**src/rtl/ysyx_mem_arbiter_pkg.sv**
```systemverilog
// Shared definitions for the IFU/LSU memory arbiter: FSM states, bus owner
// encodings and default bus widths.
package ysyx_mem_arbiter_pkg;

  localparam int unsigned ADDR_W_DEF = 32;
  localparam int unsigned DATA_W_DEF = 32;

  // Arbiter FSM states
  typedef enum logic [1:0] {
    StIdle = 2'd0,
    StReq  = 2'd1,
    StResp = 2'd2
  } state_e;

  // Which requester currently owns the memory port
  typedef enum logic [1:0] {
    OwnNone = 2'd0,
    OwnIfu  = 2'd1,
    OwnLsu  = 2'd2
  } owner_e;

endpackage

```
**src/rtl/ysyx_mem_arbiter_if.sv**
```systemverilog
// Bus bundle around the arbiter: IFU fetch port, LSU load/store port and the
// single memory port. The master modport is the arbiter's view; the slave
// modport is the view of everything around it (requesters and memory).
interface ysyx_mem_arbiter_if
  import ysyx_mem_arbiter_pkg::*;
#(
  parameter int unsigned ADDR_W = ADDR_W_DEF,
  parameter int unsigned DATA_W = DATA_W_DEF
);

  // IFU side
  logic [ADDR_W-1:0]   ifu_araddr;
  logic                ifu_arvalid;
  logic [DATA_W-1:0]   ifu_rdata;
  logic                ifu_rvalid;

  // LSU side
  logic [ADDR_W-1:0]   lsu_addr;
  logic                lsu_valid;
  logic                lsu_we;
  logic [DATA_W-1:0]   lsu_wdata;
  logic [DATA_W/8-1:0] lsu_wstrb;
  logic [DATA_W-1:0]   lsu_rdata;
  logic                lsu_rvalid;

  // Memory side
  logic                mem_valid;
  logic                mem_ready;
  logic [ADDR_W-1:0]   mem_addr;
  logic                mem_we;
  logic [DATA_W-1:0]   mem_wdata;
  logic [DATA_W/8-1:0] mem_wstrb;
  logic                mem_rvalid;
  logic [DATA_W-1:0]   mem_rdata;

  modport master (
    input  ifu_araddr, ifu_arvalid,
    output ifu_rdata, ifu_rvalid,
    input  lsu_addr, lsu_valid, lsu_we, lsu_wdata, lsu_wstrb,
    output lsu_rdata, lsu_rvalid,
    output mem_valid, mem_addr, mem_we, mem_wdata, mem_wstrb,
    input  mem_ready, mem_rvalid, mem_rdata
  );

  modport slave (
    output ifu_araddr, ifu_arvalid,
    input  ifu_rdata, ifu_rvalid,
    output lsu_addr, lsu_valid, lsu_we, lsu_wdata, lsu_wstrb,
    input  lsu_rdata, lsu_rvalid,
    input  mem_valid, mem_addr, mem_we, mem_wdata, mem_wstrb,
    output mem_ready, mem_rvalid, mem_rdata
  );

endinterface

```
**src/rtl/ysyx_arb_picker.sv**
```systemverilog
// Grant selection between IFU and LSU. A requester named by the completion
// mask is ignored. Ties go to the LSU by default; with YSYX_ARB_RR_EN defined
// a last_grant register hands a tie to whichever side was not served last.
module ysyx_arb_picker
  import ysyx_mem_arbiter_pkg::*;
(
`ifdef YSYX_ARB_RR_EN
  input  logic   clk,
  input  logic   rst,
  input  logic   grant_en,
`endif
  input  logic   ifu_valid,
  input  logic   lsu_valid,
  input  owner_e mask,
  output owner_e grant
);

  logic ifu_req;
  logic lsu_req;

  assign ifu_req = ifu_valid && (mask != OwnIfu);
  assign lsu_req = lsu_valid && (mask != OwnLsu);

`ifdef YSYX_ARB_RR_EN
  owner_e last_grant_q;

  // Remember who was granted last; reset value makes the LSU win the first tie
  always_ff @(posedge clk) begin
    if (rst) begin
      last_grant_q <= OwnIfu;
    end else if (grant_en && (grant != OwnNone)) begin
      last_grant_q <= grant;
    end
  end

  // Tie goes to the side not served last; a lone requester always wins
  always_comb begin
    grant = OwnNone;
    if (ifu_req && lsu_req) begin
      grant = (last_grant_q == OwnLsu) ? OwnIfu : OwnLsu;
    end else if (lsu_req) begin
      grant = OwnLsu;
    end else if (ifu_req) begin
      grant = OwnIfu;
    end
  end
`else
  // Fixed priority: LSU ahead of IFU
  always_comb begin
    grant = OwnNone;
    if (lsu_req) begin
      grant = OwnLsu;
    end else if (ifu_req) begin
      grant = OwnIfu;
    end
  end
`endif

endmodule

```
**src/rtl/ysyx_mem_arbiter.sv**
```systemverilog
// Serialises IFU fetches and LSU loads/stores onto one memory port with a
// single outstanding transaction. The winner's request is latched and held
// on the memory port; the response is routed only to the owner.
// Optional build macro: YSYX_ARB_RR_EN (round-robin tie breaking in picker).
module ysyx_mem_arbiter
  import ysyx_mem_arbiter_pkg::*;
#(
  parameter int unsigned ADDR_W = ADDR_W_DEF,
  parameter int unsigned DATA_W = DATA_W_DEF
) (
  input logic                clk,
  input logic                rst,
  ysyx_mem_arbiter_if.master bus
);

  localparam int unsigned StrbW = DATA_W / 8;

  state_e            state_q, state_d;
  owner_e            owner_q, owner_d;
  owner_e            mask_q, mask_d;
  owner_e            grant;
  logic [ADDR_W-1:0] addr_q, addr_d;
  logic              we_q, we_d;
  logic [DATA_W-1:0] wdata_q, wdata_d;
  logic [StrbW-1:0]  wstrb_q, wstrb_d;
  logic              complete;

  ysyx_arb_picker u_picker (
`ifdef YSYX_ARB_RR_EN
    .clk       (clk),
    .rst       (rst),
    .grant_en  (state_q == StIdle),
`endif
    .ifu_valid (bus.ifu_arvalid),
    .lsu_valid (bus.lsu_valid),
    .mask      (mask_q),
    .grant     (grant)
  );

  // A response completes the transaction in RESP, or in REQ when it arrives
  // together with acceptance. Reset suppresses any pulse in its own cycle.
  assign complete = !rst && bus.mem_rvalid &&
                    ((state_q == StResp) || ((state_q == StReq) && bus.mem_ready));

  // Next-state, latch capture and completion mask
  always_comb begin
    state_d = state_q;
    owner_d = owner_q;
    addr_d  = addr_q;
    we_d    = we_q;
    wdata_d = wdata_q;
    wstrb_d = wstrb_q;
    // Mask lives for exactly one IDLE cycle after a completion
    mask_d  = OwnNone;
    unique case (state_q)
      StIdle: begin
        if (grant == OwnLsu) begin
          state_d = StReq;
          owner_d = OwnLsu;
          addr_d  = bus.lsu_addr;
          we_d    = bus.lsu_we;
          wdata_d = bus.lsu_wdata;
          wstrb_d = bus.lsu_wstrb;
        end else if (grant == OwnIfu) begin
          // Fetches are always reads
          state_d = StReq;
          owner_d = OwnIfu;
          addr_d  = bus.ifu_araddr;
          we_d    = 1'b0;
          wdata_d = '0;
          wstrb_d = '0;
        end
      end
      StReq: begin
        if (bus.mem_ready) begin
          if (bus.mem_rvalid) begin
            state_d = StIdle;
            owner_d = OwnNone;
            mask_d  = owner_q;
          end else begin
            state_d = StResp;
          end
        end
      end
      StResp: begin
        if (bus.mem_rvalid) begin
          state_d = StIdle;
          owner_d = OwnNone;
          mask_d  = owner_q;
        end
      end
      default: begin
        state_d = StIdle;
        owner_d = OwnNone;
      end
    endcase
  end

  // State, owner, mask and latched request registers
  always_ff @(posedge clk) begin
    if (rst) begin
      state_q <= StIdle;
      owner_q <= OwnNone;
      mask_q  <= OwnNone;
      addr_q  <= '0;
      we_q    <= 1'b0;
      wdata_q <= '0;
      wstrb_q <= '0;
    end else begin
      state_q <= state_d;
      owner_q <= owner_d;
      mask_q  <= mask_d;
      addr_q  <= addr_d;
      we_q    <= we_d;
      wdata_q <= wdata_d;
      wstrb_q <= wstrb_d;
    end
  end

  // Memory request and owner-only response routing
  always_comb begin
    bus.mem_valid  = (state_q == StReq);
    bus.mem_addr   = addr_q;
    bus.mem_we     = we_q;
    bus.mem_wdata  = wdata_q;
    bus.mem_wstrb  = wstrb_q;
    bus.ifu_rvalid = complete && (owner_q == OwnIfu);
    bus.lsu_rvalid = complete && (owner_q == OwnLsu);
    bus.ifu_rdata  = bus.mem_rdata;
    bus.lsu_rdata  = bus.mem_rdata;
  end

endmodule
```
**src/flat_wrapper.sv**
```systemverilog
// flat-port wrapper written by rule: the top's interface ports become plain ports
module ysyx_mem_arbiter_flat import ysyx_mem_arbiter_pkg::*;
#(
  parameter int unsigned ADDR_W = ADDR_W_DEF,
  parameter int unsigned DATA_W = DATA_W_DEF
)
  (clk, rst, bus_ifu_araddr, bus_ifu_arvalid, bus_ifu_rdata, bus_ifu_rvalid, bus_lsu_addr, bus_lsu_valid, bus_lsu_we, bus_lsu_wdata, bus_lsu_wstrb, bus_lsu_rdata, bus_lsu_rvalid, bus_mem_valid, bus_mem_addr, bus_mem_we, bus_mem_wdata, bus_mem_wstrb, bus_mem_ready, bus_mem_rvalid, bus_mem_rdata);
  ysyx_mem_arbiter_if #(.ADDR_W(ADDR_W), .DATA_W(DATA_W)) bus_i ();
  input logic clk;
  input logic rst;
  input wire logic [$bits(bus_i.ifu_araddr)-1:0] bus_ifu_araddr;
  input wire logic [$bits(bus_i.ifu_arvalid)-1:0] bus_ifu_arvalid;
  output wire logic [$bits(bus_i.ifu_rdata)-1:0] bus_ifu_rdata;
  output wire logic [$bits(bus_i.ifu_rvalid)-1:0] bus_ifu_rvalid;
  input wire logic [$bits(bus_i.lsu_addr)-1:0] bus_lsu_addr;
  input wire logic [$bits(bus_i.lsu_valid)-1:0] bus_lsu_valid;
  input wire logic [$bits(bus_i.lsu_we)-1:0] bus_lsu_we;
  input wire logic [$bits(bus_i.lsu_wdata)-1:0] bus_lsu_wdata;
  input wire logic [$bits(bus_i.lsu_wstrb)-1:0] bus_lsu_wstrb;
  output wire logic [$bits(bus_i.lsu_rdata)-1:0] bus_lsu_rdata;
  output wire logic [$bits(bus_i.lsu_rvalid)-1:0] bus_lsu_rvalid;
  output wire logic [$bits(bus_i.mem_valid)-1:0] bus_mem_valid;
  output wire logic [$bits(bus_i.mem_addr)-1:0] bus_mem_addr;
  output wire logic [$bits(bus_i.mem_we)-1:0] bus_mem_we;
  output wire logic [$bits(bus_i.mem_wdata)-1:0] bus_mem_wdata;
  output wire logic [$bits(bus_i.mem_wstrb)-1:0] bus_mem_wstrb;
  input wire logic [$bits(bus_i.mem_ready)-1:0] bus_mem_ready;
  input wire logic [$bits(bus_i.mem_rvalid)-1:0] bus_mem_rvalid;
  input wire logic [$bits(bus_i.mem_rdata)-1:0] bus_mem_rdata;
  assign bus_i.ifu_araddr = bus_ifu_araddr;
  assign bus_i.ifu_arvalid = bus_ifu_arvalid;
  assign bus_ifu_rdata = bus_i.ifu_rdata;
  assign bus_ifu_rvalid = bus_i.ifu_rvalid;
  assign bus_i.lsu_addr = bus_lsu_addr;
  assign bus_i.lsu_valid = bus_lsu_valid;
  assign bus_i.lsu_we = bus_lsu_we;
  assign bus_i.lsu_wdata = bus_lsu_wdata;
  assign bus_i.lsu_wstrb = bus_lsu_wstrb;
  assign bus_lsu_rdata = bus_i.lsu_rdata;
  assign bus_lsu_rvalid = bus_i.lsu_rvalid;
  assign bus_mem_valid = bus_i.mem_valid;
  assign bus_mem_addr = bus_i.mem_addr;
  assign bus_mem_we = bus_i.mem_we;
  assign bus_mem_wdata = bus_i.mem_wdata;
  assign bus_mem_wstrb = bus_i.mem_wstrb;
  assign bus_i.mem_ready = bus_mem_ready;
  assign bus_i.mem_rvalid = bus_mem_rvalid;
  assign bus_i.mem_rdata = bus_mem_rdata;
  ysyx_mem_arbiter #(.ADDR_W(ADDR_W), .DATA_W(DATA_W)) u_core (.clk(clk), .rst(rst), .bus(bus_i));
endmodule
```
**config.mk**
```make
export PLATFORM = sky130hd
export DESIGN_NAME = ysyx_mem_arbiter_flat
export DESIGN_NICKNAME = d
export VERILOG_FILES = /design/src/rtl/ysyx_mem_arbiter_pkg.sv /design/src/rtl/ysyx_mem_arbiter_if.sv /design/src/rtl/ysyx_arb_picker.sv /design/src/rtl/ysyx_mem_arbiter.sv /design/src/flat_wrapper.sv
export SDC_FILE = /design/constraint.sdc
export NUM_CORES = 1
export LEC_CHECK = 0
export BUFFER_PORTS_ARGS = -buffer_cell sky130_fd_sc_hd__buf_2
export CAP_MARGIN = 30
export CORE_ASPECT_RATIO = 0.6
export CORE_MARGIN = 5
export CORE_UTILIZATION = 25
export DETAILED_ROUTE_END_ITERATION = 8
export GPL_TIMING_DRIVEN = 0
export SYNTH_ARGS = -nofsm -noshare
export SYNTH_HDL_FRONTEND = slang
export SYNTH_SLANG_ARGS = --single-unit
```
**constraint.sdc**
```tcl
create_clock -name clk -period 2.15 [get_ports clk]
set_input_delay 0.43 -clock clk [delete_from_list [all_inputs] [get_ports clk]]
set_output_delay 0.43 -clock clk [all_outputs]
set_load 0.02 [all_outputs]
```
Word level (Yosys, flattened, before mapping)
Cells that the tools add are included.
{ "classes": {"n_reduce_logical": 14, "n_mux": 23, "n_eq_ne": 11} }
{ "ops": {"columns": ["op", "count"], "rows": [
  ["two-way mux 32 bit", 4],
  ["two-way mux 2 bit", 11],
  ["one-hot mux 2 bit (3 select lines)", 2],
  ["two-way mux 4 bit", 2],
  ["logical AND 1 bit", 7],
  ["== test 2 x 1 -> 1 bit, second input constant", 3],
  ["== test 2 bit, second input constant", 3],
  ["!= test 2 x 1 -> 1 bit, second input constant", 2],
  ["!= test 2 bit, second input constant", 2],
  ["one-hot mux 2 bit (2 select lines)", 1],
  ["AND reduction 2 bit", 2],
  ["two-way mux 1 bit", 3],
  ["!= test 3 x 1 -> 1 bit, second input constant", 1],
  ["AND reduction 3 bit", 1],
  ["zero test 2 bit", 1],
  ["nonzero test 2 bit", 1],
  ["zero test 1 bit", 1],
  ["logical OR 1 bit", 1]
]} }
{ "word_totals": {"word_cells": 55, "regBits": 75, "in_bits": 139} }

Logic depth before layout (Yosys ltp)
{ "logic_depth": {"ltp_word": 8, "depth_mapped": 8, "depth_no_buf": 6} }

Cells and area by module
Synthesis repeated with hierarchy kept, for this count alone.
{ "unflattened": {"hier_cells": 422, "area_unflattened_um2": 3792.4} }
{ "by_module_without_submodules": {"columns": ["module", "cells_per_inst", "area_per_inst_um2", "instances", "seq_area_each_um2"], "rows": [
  ["ysyx_mem_arbiter", 416, 3754.9, 1, 1501.4],
  ["ysyx_arb_picker", 6, 37.5, 1, 0.0]
]} }

Worst setup path before layout
Ideal clock, no wire load.
{ "synth_timing": {"kind": "reg2out", "start": "register u_core.state_q[1]", "end": "output bus_ifu_rvalid", "t_arrival_ps": 1406, "t_required_ps": 1720, "stages_incl_launch_ff": 7, "path_buffers": 0, "path_slack_ps": 314, "cell_sequence": "dfxtp_1 inv_1 ha_1 a21oi_1 nor3_1 nand2_1 nor2_1"} }
{ "synth_via": {"elab_chain_cells": 5, "elab_cells_between_ends": 6} }
{ "synth_lines": {"columns": ["element", "line", "rtl"], "rows": [
  ["from (decl)", "ysyx_mem_arbiter.sv:18", "state_e state_q, state_d;"],
  ["from (signal assigned)", "ysyx_mem_arbiter.sv:102", "state_q <= StIdle;"],
  ["from (signal assigned)", "ysyx_mem_arbiter.sv:110", "state_q <= state_d;"],
  ["== test 2 x 1 -> 1 bit", null, null],
  ["named net bus_mem_valid", "flat_wrapper.sv:22", "output wire logic [$bits(bus_i.mem_valid)-1:0] bus_mem_valid;"],
  ["logical AND 1 bit", "ysyx_mem_arbiter.sv:43", "((state_q == StResp) || ((state_q == StReq) && bus.mem_ready));"],
  ["logical OR 1 bit", "ysyx_mem_arbiter.sv:43", null],
  ["logical AND 1 bit", "ysyx_mem_arbiter.sv:42", "assign complete = !rst && bus.mem_rvalid &&"],
  ["logical AND 1 bit", "ysyx_mem_arbiter.sv:127", "bus.ifu_rvalid = complete && (owner_q == OwnIfu);"],
  ["to (decl)", "flat_wrapper.sv:14", "output wire logic [$bits(bus_i.ifu_rvalid)-1:0] bus_ifu_rvalid;"]
]} }
The timed path passes the listed nets, and every way through them passes these cells.

Final worst setup path
{ "layout_timing": {"start": "register u_core.state_q[0]", "end": "output bus_ifu_rvalid"} }
{ "layout_via": {"elab_chain_cells": 5, "elab_cells_between_ends": 6} }
{ "layout_lines": {"columns": ["element", "line"], "rows": [
  ["== test 2 x 1 -> 1 bit", "ysyx_mem_arbiter.sv:43"],
  ["logical AND 1 bit", "ysyx_mem_arbiter.sv:43"],
  ["logical OR 1 bit (*)", "ysyx_mem_arbiter.sv:43"],
  ["logical AND 1 bit (*)", "ysyx_mem_arbiter.sv:42"],
  ["logical AND 1 bit (*)", "ysyx_mem_arbiter.sv:127"]
]} }
Mark *: on every way between the ends. The rest lies on a longest branch, timed or not.

==> metrics.md <==
| Metric | Value |
|---|---|
| Status | complete, no violations |
| Synthesized flop and latch total | 75 |
| Worst-Margin Slew | 0.838 ns |
| Seq/Total Area, Yosys | about two fifths |
| Final hold vios | 0 |
| DRC | 0 |
| Ys Warns | 0 |
| Post-CTS setup buffers | 0 |
| Leakage power | roughly 2.8 nW |
| CTS buffer count | 9 |
| CP cell instances | inv_2 > ha_2 > a21oi_1 > nor3_2 > nand2_1 > nor2_1 > buf_4 |
| Worst min path class | input pin to flip-flop |
| Hold EP | u_core.bus.mem_wdata[21] |
| Vias in the first global route | between 3000 and 4000 |
| Peak supply drop | about 0.34 mV |
| Core area | about 14000 um^2 |
| Most common cell after layout, fill and taps aside | buf_2 |
| Worst reg-to-reg setup slack | roughly 0.25 ns |
| Post-synth cell types | 32 |
| Largest net degree at the start of global routing | 18 |
| EDFF count, synth | 0 |
| Setup CP Type | flip-flop to primary output |
| Rel. slew slack | 44.1% |
| Global-route wire length before repair | roughly 19 mm |
| Clock Latency Late Sink | ~0.34 ns |
| Root buffer cell | clkbuf_16 |
| CTS tree | built |
| Mapped Nets | 487 |
| Reg-to-reg startpoint | u_core.state_q[1] |
| Worst Path Required | 1.72 ns |
| Startpoint class of the critical path | flip-flop |
| CTS max path bufs | 2 |
| DP Wirelength | between 9 and 10 mm |
| Global-route usage over all layers | approximately an eighth |
| Endpoints failing setup | 0 |
| Gp weighted congestion | 0.752 |
| Worst r2r path cells | 7 |
| Chip height | 104 um |
| Final #Nets | about 740 |
| Most frequent cells in the layout | buf_2 (246), dfxtp_1 (74), buf_4 (66), a21oi_1 (37), a22o_1 (37) |
| Total grt overflow | 0 |
| Power per Cell Area | approximately 810 nW/um^2 |
| Worst hold stages | 2 |
| Utilization after layout | 37.8% |
| Placed Instances | 783 |
| FF-to-FF End | u_core.bus.mem_addr[0] |
| WL/cell | 14.9 um |
| Cell Area, Synth | 3680 um^2 |
| Fmax | 0.500 GHz |
| Drt total wl | 11.9 mm |
| Worst Path Arrival | 1.57 ns |
| DRT antenna net count | 0 |
| Hold Buf Count CTS | 0 |
| Port-buffer cells | between 200 and 250 |
| DR pass1 iterations | 4 |
| Diode count | 0 |
| Fraction of layout cells with a size suffix above 1 | 63.6% |
| Final Max Tran Viols | 0 |
| Worst Path Buf+Inv | 2 |
| Num rows | 34 |
| Critical path capture point type | primary output |
| Reg clk slew, reported paths | 0.07 ns |
| Clock Sinks | 75 |
| Crit path max-delay family | simple AND/OR/NAND/NOR gates |
| DRT iter0 DRCs | 117 |
| Asr flop ratio synth | 0% |
| Tcrit/Tclk final | between 90% and 100% |
| Max Cap Viol | 0 |
| Vias | 3364 |
| Initial antenna violation count | 0 |
| Total Neg Setup Slack | 0 ns |
| Crit path max fanout | 4 |
| Post-synth top flop | dfxtp_1 |
| Die width | about 170 um |
| Initial Util | 25.4% |
| Layout Cells excl Fill | 799 |
| RSZ-0062 raised after global routing | yes |
| Vias/cell | 4.21 |
| Skew final | 0.0127 ns |
| Min-delay src | bus_lsu_wdata[21] |
| Die Area | 17300 um^2 |
| Minimum clock period after layout | around 2 ns |
| H-tree depth | 3 |
| Area grow syn2layout | 48.4% |
| Slowest cell on the critical path | dfxtp_2 |
| Avg Inst Size Synth | 10.7 um^2 |
| Crit path largest cell delay | 0.35 ns |
| I/O pins | 275 |
| Gate count of the mapped netlist | 344 |
==> how the worst max path moves through the flow <==
stage                            from             end  slack, ns  cells past startpoint
finish              u_core.state_q[0]  bus_ifu_rvalid       0.15                      7
global route        u_core.state_q[0]  bus_ifu_rvalid      -0.04                      7
CTS                 u_core.state_q[1]  bus_ifu_rvalid       0.08                      7
detailed placement                rst  bus_ifu_rvalid       0.14                      6
global placement                  rst  bus_ifu_rvalid       0.16                      6
floorplan           u_core.state_q[1]  bus_ifu_rvalid       0.31                      6
==> power breakdown <==
part | internal (mW) | switching (mW) | leakage [nW]
Combinational | 0.547 | 0.722 | 2.00
Sequential | 1.54 | 0.0839 | 0.619
Clock | 0.825 | 0.701 | 0.145
Total | 2.91 | 1.51 | 2.76
==> through the flow <==
stage / hold slack [ns] / setup WS, ns / power (mW) / cell area, um^2
after CTS: 0.278 / 0.0762 / 4.49 / 5440
after global placement: 0.452 / 0.163 / 2.90 / 5130
after floorplan: 0.471 / 0.314 / 2.49 / 3680
after detailed placement: 0.451 / 0.145 / 2.93 / 5130
final: 0.297 / 0.152 / 4.42 / 5460
after global routing: 0.287 / -0.0397 / 4.65 / 5460
==> cell usage after synthesis, drive strengths merged (2+ instances only) <==
library cell   n  area share [%]
nand2          3            0.37
a21oi         38             5.5
inv            3            0.31
nor2           5            0.58
a211oi        32              11
nor3           2            0.27
a221o          2            0.54
nor2b          4            0.68
a22o          37             8.8
nand2b         3            0.51
clkbuf        10             1.0
dfxtp         75              41
o21ai          2            0.27
ha             4             1.4
mux2i         32             8.7
buf           81              17
and3           2            0.34
==> worst register-to-register path: cells and delay by family, from the launching register on <==
kind | cells | cell delay, ns
buffers and inverters | 3 | 0.64
DFF | 1 | 0.32
adders and majority gates | 1 | 0.26
and+or+nand+nor | 1 | 0.22
AOI/OAI and AO/OA | 2 | 0.38
==> cell families (layout without fill, tap and decap cells) <==
logic type                 Yosys count  count (layout)  share of synthesized area [%]
AOI/OAI and AO/OA                  115             115                           26.6
buffers and inverters               94             351                           18.4
DFF                                 75              75                           40.8
muxes                               33              33                           9.01
and+or+nand+nor                     23              23                           3.88
adders and majority gates            4               4                           1.36
==> timing repair <==
item                       CTS  global route
resized for setup            1            10
setup endpoints to repair    2             4
pin swaps                    0             1
==> registers in the layout (all words and copies together) (netlist names) <==
signal / flops
u_core.bus.mem_addr: 32
u_core.bus.mem_wdata: 32
u_core.bus.mem_we: 1
u_core.bus.mem_wstrb: 4
u_core.mask_q: 2
u_core.owner_q: 2
u_core.state_q: 2
==> area by class of cell <==
cell class,instances,area (um^2)
flip-flops and latches,75,1500
clock buffers,9,225
well taps,198,248
plain buffers,91,667
clock inverters,7,75.1
inverters,3,11.3
repair buffers,241,1210
multi-input cells,175,1520
fillers,1457,9000
==> metal layers <==
layer | track usage, % | share of wire [%]
met5 | 0 | 0
met4 | 3.79 | 1.3
met3 | 4.25 | 7.6
met2 | 21.4 | 47
met1 | 16.8 | 44
(Power assumes the default switching activity.)
